===== src/rtl/fifo_drain_fsm.sv =====
// fifo_drain_fsm: read-side controller for the fifo_fsm buffer.
// Watches fifo_empty, issues one-cycle fifo_rd_en pulses, captures each
// popped word and holds it on a valid/ready interface until accepted.
// Optional feature macro: FIFO_DRAIN_PARITY_EN adds out_parity (XOR of
// out_data), registered with out_data.
//
// state | meaning
// IDLE  | nothing in flight; waits for drain_en=1 and a non-empty FIFO
// REQ   | fifo_rd_en high for this single cycle
// CAPT  | fifo_data valid; captured into out_data at the next edge
// HOLD  | out_valid=1, out_data stable until an edge with out_ready=1
module fifo_drain_fsm #(
    parameter int DATA_WIDTH = 8,
    parameter int CNT_WIDTH  = 16
) (
    input  logic                  clk,
    input  logic                  reset,
    input  logic                  drain_en,
    input  logic                  fifo_empty,
    input  logic [DATA_WIDTH-1:0] fifo_data,
    output logic                  fifo_rd_en,
    output logic [DATA_WIDTH-1:0] out_data,
    output logic                  out_valid,
    input  logic                  out_ready,
    output logic [CNT_WIDTH-1:0]  word_count,
    output logic                  busy
`ifdef FIFO_DRAIN_PARITY_EN
    ,
    output logic                  out_parity
`endif
);

    typedef enum logic [1:0] {
        IDLE = 2'd0,
        REQ  = 2'd1,
        CAPT = 2'd2,
        HOLD = 2'd3
    } state_t;

    state_t state;

    localparam logic [CNT_WIDTH-1:0] CNT_ONE = {{(CNT_WIDTH-1){1'b0}}, 1'b1};

    // State register and all outputs; outputs are loaded with the value
    // belonging to the state being entered, so every output is a flop.
    always_ff @(posedge clk or negedge reset) begin
        if (!reset) begin
            state      <= IDLE;
            fifo_rd_en <= 1'b0;
            out_data   <= '0;
            out_valid  <= 1'b0;
            word_count <= '0;
            busy       <= 1'b0;
`ifdef FIFO_DRAIN_PARITY_EN
            out_parity <= 1'b0;
`endif
        end else begin
            case (state)
                IDLE: begin
                    if (drain_en && !fifo_empty) begin
                        state      <= REQ;
                        fifo_rd_en <= 1'b1;
                        busy       <= 1'b1;
                    end
                end
                REQ: begin
                    // The FIFO pops on this edge; its data is valid in CAPT.
                    state      <= CAPT;
                    fifo_rd_en <= 1'b0;
                end
                CAPT: begin
                    state     <= HOLD;
                    out_data  <= fifo_data;
                    out_valid <= 1'b1;
`ifdef FIFO_DRAIN_PARITY_EN
                    out_parity <= ^fifo_data;
`endif
                end
                HOLD: begin
                    if (out_ready) begin
                        word_count <= word_count + CNT_ONE;
                        out_valid  <= 1'b0;
                        if (drain_en && !fifo_empty) begin
                            state      <= REQ;
                            fifo_rd_en <= 1'b1;
                        end else begin
                            state <= IDLE;
                            busy  <= 1'b0;
                        end
                    end
                end
                default: begin
                    state      <= IDLE;
                    fifo_rd_en <= 1'b0;
                    out_valid  <= 1'b0;
                    busy       <= 1'b0;
                end
            endcase
        end
    end

endmodule

===== config.mk =====
export PLATFORM = sky130hd
export DESIGN_NAME = fifo_drain_fsm
export DESIGN_NICKNAME = d
export VERILOG_FILES = /design/src/rtl/fifo_drain_fsm.sv
export SDC_FILE = /design/constraint.sdc
export NUM_CORES = 1
export LEC_CHECK = 0
export CAP_MARGIN = 10
export CORE_ASPECT_RATIO = 0.9
export CORE_MARGIN = 2
export CORE_UTILIZATION = 45
export DETAILED_ROUTE_END_ITERATION = 6
export PLACE_DENSITY = 0.78
export SETUP_SLACK_MARGIN = 0.3
export SLEW_MARGIN = 20
export SYNTH_ARGS = -nofsm -noshare
export SYNTH_HDL_FRONTEND = slang
export SYNTH_SLANG_ARGS = --single-unit

===== constraint.sdc =====
create_clock -name clk -period 1.7 [get_ports clk]
set_input_delay 0.51 -clock clk [delete_from_list [all_inputs] [get_ports clk]]
set_output_delay 0.51 -clock clk [all_outputs]
set_load 0.005 [all_outputs]

==> flow_metrics.tcl <==
set metrics [dict create \
    yosysSeqAreaShare 0.563 \
    worstPathMaxFanout 3 \
    final_area_um2 1940 \
    crit_arrival_ns 1.64 \
    antenna_cells 0 \
    ios 40 \
    cts_sinks 29 \
    hold_viol_final 0 \
    place_ws_ns -0.178 \
    holdPathStages 1 \
    crit_start "word_count[0]" \
    finalCritPeriodShare 0.825 \
    cap_violations 0 \
    gr-total-overflow 0 \
    rows 18 \
    track_usage 0.202 \
    synth_compound_area_frac 0.0417 \
    die_area_um2 3310 \
    first_iter_violations 25 \
    clockRootBuffer "clkbuf_4" \
    finalNonFillerCells 219 \
    cellPowerDensity_nw_per_um2 1330 \
    setup_viol 0 \
    die_x_um 60.4 \
    tns_ns 0 \
    antenna_left 0 \
    synthTopCellsByArea "dfrtp_1 56%, xnor2_1 9.5%, mux2_2 7.9%, ha_1 5.8%, nand3_1 3.1%" \
    gp_congestion 0.758 \
    place_area_um2 1780 \
    initial_core_util 0.469 \
    drv_slew 0 \
    fin_nets 197 \
    synth.cell_area_um2 1290 \
    synth_top_family_by_area "simple AND/OR/NAND/NOR gates" \
    p_leak_nw 0.960 \
    crit_buf_inv 1 \
    syn2layout_area_growth_pct 50.6 \
    clk_path_buf_depth 2 \
    synth-seq-cells 29 \
    setup_slack_ns 0.297 \
    worst_pin_slew_ns 0.363 \
    grt_pass1_vias 1058 \
    synth_edf_count 0 \
    r2r_cells 6 \
    portBuffers 39 \
    dr_total_vias 1042 \
    dp.final_hpwl_mm 1.80 \
    synthMuxAreaShare 0.0786 \
    synth_fa_ha_area_frac 0.0582 \
    path_class "reg2reg" \
    slew_headroom 0.758 \
    slowest_delay_ns 0.38 \
    synthCells 105 \
    viasPerCell 4.76 \
    wirelength_mm 2.97 \
    r2r-start "word_count[0]" \
    synth.avg_cell_area_um2 12.3 \
    async_flop_share 1.00 \
    yosysTopAreaCell "dfrtp_1" \
    cp.depth 6 \
    cp_data_required_time_ns 1.93 \
    synth_xor_area_frac 0.102 \
    die_h_um 54.8 \
    core_area_um2 2750 \
    cp-end-kind "flop" \
    post_drt_wl_per_cell_um 13.6 \
    crit_top_cell "and4_4" \
    cts_tree "yes" \
    period_minus_slack_ns 1.40 \
    clk_latency_ns 0.34 \
    peakVddDrop_mv 0.899 \
    synth_commonest_cells "29 x dfrtp_1, 14 x xnor2_1, 9 x mux2_2, 8 x nand3_1" \
    max_clock_freq_ghz 0.713 \
    hp-start "out_data[2]" \
    dr.pass1.iters 6 \
    place_inst 189 \
    fin_skew_ns 0.00963 \
    crit_chain "buf_6 > ha_4 > and4_4 > and4_4 > nand4_4 > xnor2_2" \
    synth_warnings 0 \
    syn_nets 124 \
    antenna_found_initial 0 \
    slowest_stage "dfrtp_1" \
    htree_levels 2 \
    cts_inserted_buffers 5 \
    clk_pin_slew_ns 0.10 \
    status "finished clean" \
    synth-simple-area-share 0.145 \
    cp_top_family "simple AND/OR/NAND/NOR gates" \
    grt_first_pass_wirelength_mm 4.66 \
    yosysMostFrequentCell "dfrtp_1" \
    rsz0062_at_grt "yes" \
    synth_top_flop_cell "dfrtp_1" \
    start_kind "flop" \
    ys_types 23 \
    worstHoldPathType "reg2reg" \
    drive_gt1_frac 0.480 \
    drc 0 \
    grt_max_degree 30 \
    synth_top_area_share 0.563 \
]
[stage by stage]
stage | hold WS, ns | util | power, W
CTS | 0.512 | 0.690 | 0.00253
finish | 0.511 | 0.707 | 0.00259
global placement | 0.458 | 0.649 | 0.00205
detailed placement | 0.473 | 0.649 | 0.00209
global route | 0.524 | 0.707 | 0.00279
floorplan | 0.214 | - | 0.00156
[final cells by class]
class,instances,area (um^2)
clock buffers,6,41.3
fillers,218,805
flip-flops and latches,29,727
multi-input cells,72,632
well taps,40,50.0
clock inverters,2,10.0
repair buffers,67,472
inverters,3,11.3
[cell usage in the layout, fill, tap and decap left out, types with 2 or more instances in the layout]
| master | netlist | layout |
|---|---|---|
| inv_1 | 3 | 2 |
| a21oi_1 | 7 | 6 |
| buf_6 | 0 | 2 |
| nor2_1 | 3 | 3 |
| mux2_2 | 9 | 9 |
| ha_1 | 6 | 2 |
| buf_2 | 0 | 26 |
| dfrtp_1 | 29 | 28 |
| clkinv_2 | 0 | 2 |
| ha_4 | 0 | 4 |
| nand2_1 | 7 | 7 |
| buf_4 | 0 | 26 |
| clkdlybuf4s50_1 | 0 | 11 |
| nand4_1 | 2 | 2 |
| clkbuf_4 | 0 | 5 |
| xnor2_1 | 14 | 13 |
| and4_4 | 2 | 3 |
| nor2b_1 | 2 | 2 |
| nand3_1 | 8 | 7 |
[layer usage]
layer | up-vias | GRT usage | part of all wire
met5 | - | 0 | 0
li1 | 516 | - | -
met3 | 8 | 0.0520 | 0.035
met4 | 0 | 0.130 | 0.023
met2 | 22 | 0.337 | 0.51
met1 | 496 | 0.232 | 0.43
[sequential cells by signal (all words and copies together), names as in the netlist]
signal	cells
busy	1
fifo_rd_en	1
out_data	8
out_valid	1
state	2
word_count	16
[logic make-up (layout without fill, tap and decap cells)]
group / count (synthesis) / after routing
AOI/OAI and AO/OA: 10 / 10
and+or+nand+nor: 32 / 32
xor gates and xnor gates: 15 / 15
adders and majority gates: 6 / 6
DFF: 29 / 29
buffers and inverters: 4 / 78
muxes: 9 / 9
[path summary, 6_finish.rpt]
kind | endpoint | slack, ns
worst max-delay path | word_count[12] | 0.30
worst min-delay path | out_data[2] | 0.51
worst max register to register | word_count[12] | 0.30
worst min register to register | out_data[2] | 0.51
max in group asynchronous | state[0] | 0.86
min in group asynchronous | word_count[7] | 0.54
[repair_timing]
action                     in CTS  in global routing
hold buffers                    0                  0
buffers inserted               21                  1
pin swaps                       1                  2
resized for setup             114                 11
gates cloned                    0                  0
setup endpoints to repair      40                 15
[where the power goes]
part           internal [W]  leakage, nW  switching (W)
combinational      0.000656        0.561       0.000518
clock              0.000157       0.0320       0.000248
sequential         0.000899        0.367       0.000112
Note: power is estimated with default switching activity, not from simulation.
